## src/rtl/crc_ahb_pkg.sv

```systemverilog
// crc_ahb_pkg: command codes, CRC-32/IEEE constants, FSM states and byte-wide CRC step
package crc_ahb_pkg;
  localparam logic [7:0] CMD_INIT = 8'h49;
  localparam logic [7:0] CMD_DATA = 8'h44;
  localparam logic [7:0] CMD_READ = 8'h52;
  localparam logic [7:0] ACK = 8'h06;
  localparam logic [7:0] NAK = 8'h15;
  localparam logic [31:0] CRC_POLY = 32'hEDB88320;
  localparam logic [31:0] CRC_INIT = 32'hFFFFFFFF;
  localparam logic [31:0] CRC_XOROUT = 32'hFFFFFFFF;
  typedef enum logic [1:0] {IDLE, LEN, DATA, REPLY} state_t;
  function automatic logic [31:0] crc32_byte(input logic [31:0] crc, input logic [7:0] data);
    logic [31:0] c;
    c = crc;
    for (int i = 0; i < 8; i++) c = (c >> 1) ^ (CRC_POLY & {32{c[0] ^ data[i]}});
    return c;
  endfunction
endpackage

```

## src/rtl/uart_8n1.sv

```systemverilog
// uart_8n1: 8N1 receiver with glitch-rejecting start check and back-to-back capable transmitter
module uart_8n1 #(
  parameter int CLKS_PER_BIT = 87
) (
  input  logic       clk,
  input  logic       rst,
  input  logic       rxd,
  output logic       txd,
  output logic [7:0] rx_data,
  output logic       rx_valid,
  input  logic [7:0] tx_data,
  input  logic       tx_start,
  output logic       tx_busy
);
  localparam int CW = $clog2(CLKS_PER_BIT);
  localparam logic [CW-1:0] BIT_END = CW'(CLKS_PER_BIT - 1);
  localparam logic [CW-1:0] HALF_END = CW'(CLKS_PER_BIT / 2 - 1);
  logic [2:0] rx_sync;
  logic rx_busy;
  logic [CW-1:0] rx_cnt, tx_cnt;
  logic [3:0] rx_bit, tx_left;
  logic [9:0] tx_sh;
  // rx_bit 0 is the start-bit half-bit check, 1..8 data, 9 stop
  always_ff @(posedge clk or posedge rst)
    if (rst) begin
      rx_sync <= '1;
      rx_busy <= 1'b0;
      rx_cnt <= '0;
      rx_bit <= '0;
      rx_data <= '0;
      rx_valid <= 1'b0;
    end else begin
      rx_sync <= {rx_sync[1:0], rxd};
      rx_valid <= 1'b0;
      if (!rx_busy) begin
        rx_busy <= rx_sync[2] & ~rx_sync[1];
        rx_cnt <= '0;
        rx_bit <= '0;
      end else if (rx_cnt != (rx_bit == 4'd0 ? HALF_END : BIT_END)) rx_cnt <= rx_cnt + 1'b1;
      else begin
        rx_cnt <= '0;
        rx_bit <= rx_bit + 1'b1;
        if (rx_bit == 4'd0) rx_busy <= ~rx_sync[1];
        else if (rx_bit == 4'd9) begin
          rx_busy <= 1'b0;
          rx_valid <= rx_sync[1];
        end else rx_data <= {rx_sync[1], rx_data[7:1]};
      end
    end
  // busy drops on the final stop-bit cycle so a queued byte starts with no gap
  assign tx_busy = (tx_left != 4'd0) && !(tx_left == 4'd1 && tx_cnt == BIT_END);
  assign txd = tx_sh[0];
  always_ff @(posedge clk or posedge rst)
    if (rst) begin
      tx_sh <= '1;
      tx_left <= '0;
      tx_cnt <= '0;
    end else if (tx_start && !tx_busy) begin
      tx_sh <= {1'b1, tx_data, 1'b0};
      tx_left <= 4'd10;
      tx_cnt <= '0;
    end else if (tx_left != 4'd0) begin
      if (tx_cnt == BIT_END) begin
        tx_cnt <= '0;
        tx_left <= tx_left - 1'b1;
        tx_sh <= {1'b1, tx_sh[9:1]};
      end else tx_cnt <= tx_cnt + 1'b1;
    end
endmodule

```

## src/rtl/crc_ahb_ip_core.sv

```systemverilog
// crc_ahb_ip_core: UART command FSM driving a CRC-32/IEEE accumulator
module crc_ahb_ip_core import crc_ahb_pkg::*; #(
  parameter int CLKS_PER_BIT = 87
) (
  input  logic SYSCLK,
  input  logic SYSRESET,
  input  logic UART_0_RXD,
  output logic UART_0_TXD
);
  state_t state, nstate;
  logic [31:0] crc, ncrc, crc_out;
  logic [7:0] cnt, ncnt, rx_data, tx_data;
  logic [1:0] ridx, nridx;
  logic rx_valid, tx_start, tx_busy;
  uart_8n1 #(.CLKS_PER_BIT(CLKS_PER_BIT)) u_uart (
    .clk(SYSCLK),
    .rst(SYSRESET),
    .rxd(UART_0_RXD),
    .txd(UART_0_TXD),
    .rx_data(rx_data),
    .rx_valid(rx_valid),
    .tx_data(tx_data),
    .tx_start(tx_start),
    .tx_busy(tx_busy)
  );
  assign crc_out = crc ^ CRC_XOROUT;
  always_ff @(posedge SYSCLK or posedge SYSRESET)
    if (SYSRESET) begin
      state <= IDLE;
      crc <= CRC_INIT;
      cnt <= '0;
      ridx <= '0;
    end else begin
      state <= nstate;
      crc <= ncrc;
      cnt <= ncnt;
      ridx <= nridx;
    end
  // count 0 means 256: decrementing from 0 wraps to 255 and ends at 1
  always_comb begin
    nstate = state;
    ncrc = crc;
    ncnt = cnt;
    nridx = ridx;
    tx_start = 1'b0;
    tx_data = ACK;
    case (state)
      IDLE:
        if (rx_valid && !tx_busy) begin
          tx_start = rx_data != CMD_DATA;
          if (rx_data == CMD_INIT) ncrc = CRC_INIT;
          else if (rx_data == CMD_DATA) nstate = LEN;
          else if (rx_data == CMD_READ) begin
            tx_data = crc_out[7:0];
            nridx = 2'd1;
            nstate = REPLY;
          end else tx_data = NAK;
        end
      LEN:
        if (rx_valid) begin
          ncnt = rx_data;
          nstate = DATA;
        end
      DATA:
        if (rx_valid) begin
          ncrc = crc32_byte(crc, rx_data);
          ncnt = cnt - 8'd1;
          tx_start = cnt == 8'd1;
          nstate = cnt == 8'd1 ? IDLE : DATA;
        end
      REPLY: begin
        tx_start = 1'b1;
        tx_data = crc_out[{ridx, 3'b000} +: 8];
        if (!tx_busy) begin
          nridx = ridx + 2'd1;
          nstate = ridx == 2'd3 ? IDLE : REPLY;
        end
      end
      default: ;
    endcase
  end
endmodule

```

## config.mk

```make
export PLATFORM = sky130hd
export DESIGN_NAME = crc_ahb_ip_core
export DESIGN_NICKNAME = d
export VERILOG_FILES = /design/src/rtl/crc_ahb_pkg.sv /design/src/rtl/uart_8n1.sv /design/src/rtl/crc_ahb_ip_core.sv
export SDC_FILE = /design/constraint.sdc
export NUM_CORES = 1
export LEC_CHECK = 0
export ABC_CLOCK_PERIOD_IN_PS = 3760
export CAP_MARGIN = 20
export CORE_AREA = 10 10 121 123
export DETAILED_ROUTE_END_ITERATION = 8
export DIE_AREA = 0 0 131 133
export GPL_TIMING_DRIVEN = 0
export HOLD_SLACK_MARGIN = 0.03
export SLEW_MARGIN = 25
export SYNTH_ARGS = -nofsm -noshare
export SYNTH_HDL_FRONTEND = slang
export SYNTH_SLANG_ARGS = --single-unit
```

## constraint.sdc

```tcl
create_clock -name SYSCLK -period 3.76 [get_ports SYSCLK]
set_input_delay 0.752 -clock SYSCLK [delete_from_list [all_inputs] [get_ports SYSCLK]]
set_output_delay 0.752 -clock SYSCLK [all_outputs]
set_load 0.1 [all_outputs]
```

==> impl_results.md, run 1 <==
- Total GRT Usage: 0.143
- Share of cells above drive strength 1: 0.206
- Via Count: 3,800
- Worst Skew: 8.53 ps
- DIE AREA: 17,400 um2
- Critical Path Slowest Stage Cell: clkdlybuf4s50_1
- Syn_nets: 535
- Peak supply drop: 266 uV
- Seq/Total Area, Yosys: 0.421
- Synth top area share: 0.216
- Final instance area: 5960 um2
- Kind of critical path: flip-flop to output port
- WL/cell: 16.4 um
- Syn avg cell area: 10.4 um2
- Initial Util: 0.433
- Endpoints failing setup: 0
- Drt first pass iters: 4
- Clk network pwr share: 0.435
- Synthesized flop and latch total: 88
- Die Y: 133 um
- Pleak: 2.41 nW
- Worst path cell trace: clkdlybuf4s50_1
- Num CTS Buffers: 9
- Period utilization: 0.732
- Post-Syn Instances: 515
- WP data arrival: 2000 ps
- CP Capture Type: output port
- Slew HR: 0.352
- Post-CTS Hold Buffers: 0
- Final hold violations: 0
- CTS Root Cell: clkbuf_16
- Synth Cell Area: 5360 um2
- Synth area leader: dfstp_2
- Area contributors post-synth: dfstp_2 (22%), dfrtp_1 (21%), xnor2_1 (8.0%)
- DRT antenna net count: 0
- Final max-slew violation count: 0
- Average vias per placed instance: 5.37
- Largest net degree at the start of global routing: 70
- Clock sink count: 88
- Clk buf depth: 2
- Routed wire length: 11,600 um
- Sequential power share: 0.471
- Final Wtd Congestion: 0.831
- Worst skew pair latency: 350 ps
- Max Fclk: 0.363 GHz
- I/O Buffers: 3
- Max-capacitance violation count: 0
- Buf/Inv on CP: 1
- Nets: 550
- Fin crit period: 2750 ps
- GR Overflow Total: 0
- Vias in the first global route: 3,706
- H-tree Lvls: 3
- Die X-Extent: 131 um
- Number of synthesized flops with an enable pin: 0
- Worst min path class: flip-flop to flip-flop
- DRC: 0
- Sw frac: 0.248
- Detailed-placement wirelength estimate: 8200 um
- Status: completed
- IO Count: 4
- Critical path required time: 3010 ps
- Post-Place Setup Slack: 1220 ps
- Most instantiated cells after synthesis: nor2_1 (59), xnor2_1 (49), dfrtp_1 (44), dfstp_2 (44), a21oi_1 (43)
- Power share of the combinational group: 0.094
- Detailed Route Iter0 Violations: 210
- Slowest stage delay, CP: 1130 ps
- Reg2reg setup slack: 1200 ps
- Top-count cell post-synth: nor2_1
- Area delta synth->final: 11.1%
- Ant. Diodes: 0
- Antenna violations before repair: 0
- Internal power: 0.00168 W
- Crit Path Max Fanout: 2
- Ys Warns: 0
- Psw: 0.000555 W
- Post-Place Cell Area: 5640 um2
- Crit start category: flip-flop
- Global-route wire length before repair: 19,800 um
- Ys flop type: dfstp_2
- TritonCTS clock tree: yes
- Core area: 12,400 um2
- Cell Pwr Density: 375 nW/um2
- Worst-margin pin slew: 968 ps
- RSZ-0062 raised after global routing: false
- Setup ws final: 1010 ps
- Ys async rst share: 1.00
- CP delay by family, top: buffers and inverters
- FP Rows: 41
- Synth cell types: 65
- Clock-pin slew on the worst setup and hold paths: 70 ps
- Cts repair resizes: 0
- Postcts setup bufs: 0
-- path summary, 6_finish.rpt --
path,from,endpoint,cells after the start
hold / removal,u_uart.rx_sync[0]$_DFF_PP1_,u_uart.rx_sync[1]$_DFF_PP1_,0
setup / recovery,u_uart.tx_sh[0]$_DFFE_PP1P_,UART_0_TXD,1
setup reg to reg,u_uart.rx_data[2]$_DFFE_PP0P_,crc[30]$_DFFE_PP1P_,7
hold reg to reg,u_uart.rx_sync[0]$_DFF_PP1_,u_uart.rx_sync[1]$_DFF_PP1_,0
min in group asynchronous,SYSRESET,cnt[5]$_DFFE_PP0P_,2
max in group asynchronous,SYSRESET,u_uart.tx_sh[3]$_DFFE_PP1P_,3
-- layout by cell type, fill, tap and decap left out, drive strengths merged, types with 16 or more instances in the layout --
master and instances:
ha 17, mux2i 16, dfstp 44, xnor2 56, clkbuf 19, dfrtp 44
a21oi 43, inv 23, nor2 59, nand2 26, xor2 24
-- power by group through the flow --
stage / sequential [W] / clock [W] / combinational [W]
after CTS: 0.00105 / 0.00100 / 0.000215
after floorplan: 0.00105 / 0 / 0.000174
after global routing: 0.00106 / 0.00104 / 0.000244
after detailed placement: 0.00107 / 0 / 0.000213
final: 0.00105 / 0.000972 / 0.000211
after global placement: 0.00106 / 0 / 0.000205
-- worst reg2reg max path, delay by kind of cell, from the launching register on --
| family | cells | cell delay [ps] |
|---|---|---|
| AND/OR/NAND/NOR | 3 | 880 |
| flip-flops | 1 | 360 |
| AO/OA/AOI/OAI | 2 | 760 |
| buffers and inverters | 2 | 460 |
-- flip-flops by register name (all words and copies together) (netlist names) --
name	count
u_uart.tx_sh	9
u_uart.rx_cnt	7
u_uart.rx_valid	1
cnt	8
u_uart.tx_cnt	7
u_uart.rx_bit	4
u_uart.rx_busy	1
state	2
u_uart.rx_sync	3
u_uart.rx_data	8
ridx	2
u_uart.tx_left	4
crc	32
-- cell families after synthesis --
family                     synth area share
DFF                                   0.421
muxes                                0.0824
xor gates and xnor gates              0.152
adders and majority gates            0.0397
and+or+nand+nor                       0.137
AOI/OAI and AO/OA                     0.134
buffers and inverters                0.0339
-- area by class of cell --
cell class                 instances  area (um2)
multi-input combinational        383        2920
clock inverter                     7        93.8
inverter                          22        87.6
tap                              172         215
fill                            1171        6410
buffer                            22        98.8
sequential                        88        2260
clock buffer                       9         225
timing repair buffer               4        57.6
-- through the flow --
step	std cells	power (W)	hold slack, ps	TNS (ps)	utilization
global route	707	0.00235	359	0	0.482
finish	707	0.00224	357	0	0.482
floorplan	515	0.00123	345	0	-
global placement	690	0.00127	348	-28420	0.453
CTS	707	0.00227	358	0	0.482
detailed placement	691	0.00128	348	0	0.456
-- per-layer routing --
| metal | GRT usage | routed length [um] |
|---|---|---|
| met1 | 0.201 | 5490 |
| met2 | 0.215 | 5530 |
| met3 | 0.0312 | 448 |
| met4 | 0.0389 | 116 |
| met5 | 0 | 0 |
Note: power is estimated with default switching activity, not from simulation.
==> run 2: changes to the inputs <==
- ABC_CLOCK_PERIOD_IN_PS: 3760 -> 2800
- clock period: 3.76 -> 2.8 ns (I/O delays scaled with it)
==> results of run 2 <==
Same layout as run 1 (identical final DEF). Status: completed.
Main changes from that run: setup slack after placement 1220 ps -> 262 ps; setup slack after layout 1010 ps -> 240 ps; register-to-register setup slack 1200 ps -> 240 ps; total power 0.00224 W -> 0.00300 W; worst IR drop on VDD 266 uV -> 357 uV
==> run 3: changes to the inputs <==
- CAP_MARGIN: 20 -> 5
==> results of run 3 <==
Same layout as run 1 (identical final DEF). Status: completed.
Main changes from that run: setup slack after placement 1220 ps -> 262 ps; setup slack after layout 1010 ps -> 240 ps; register-to-register setup slack 1200 ps -> 240 ps; total power 0.00224 W -> 0.00300 W; worst IR drop on VDD 266 uV -> 357 uV
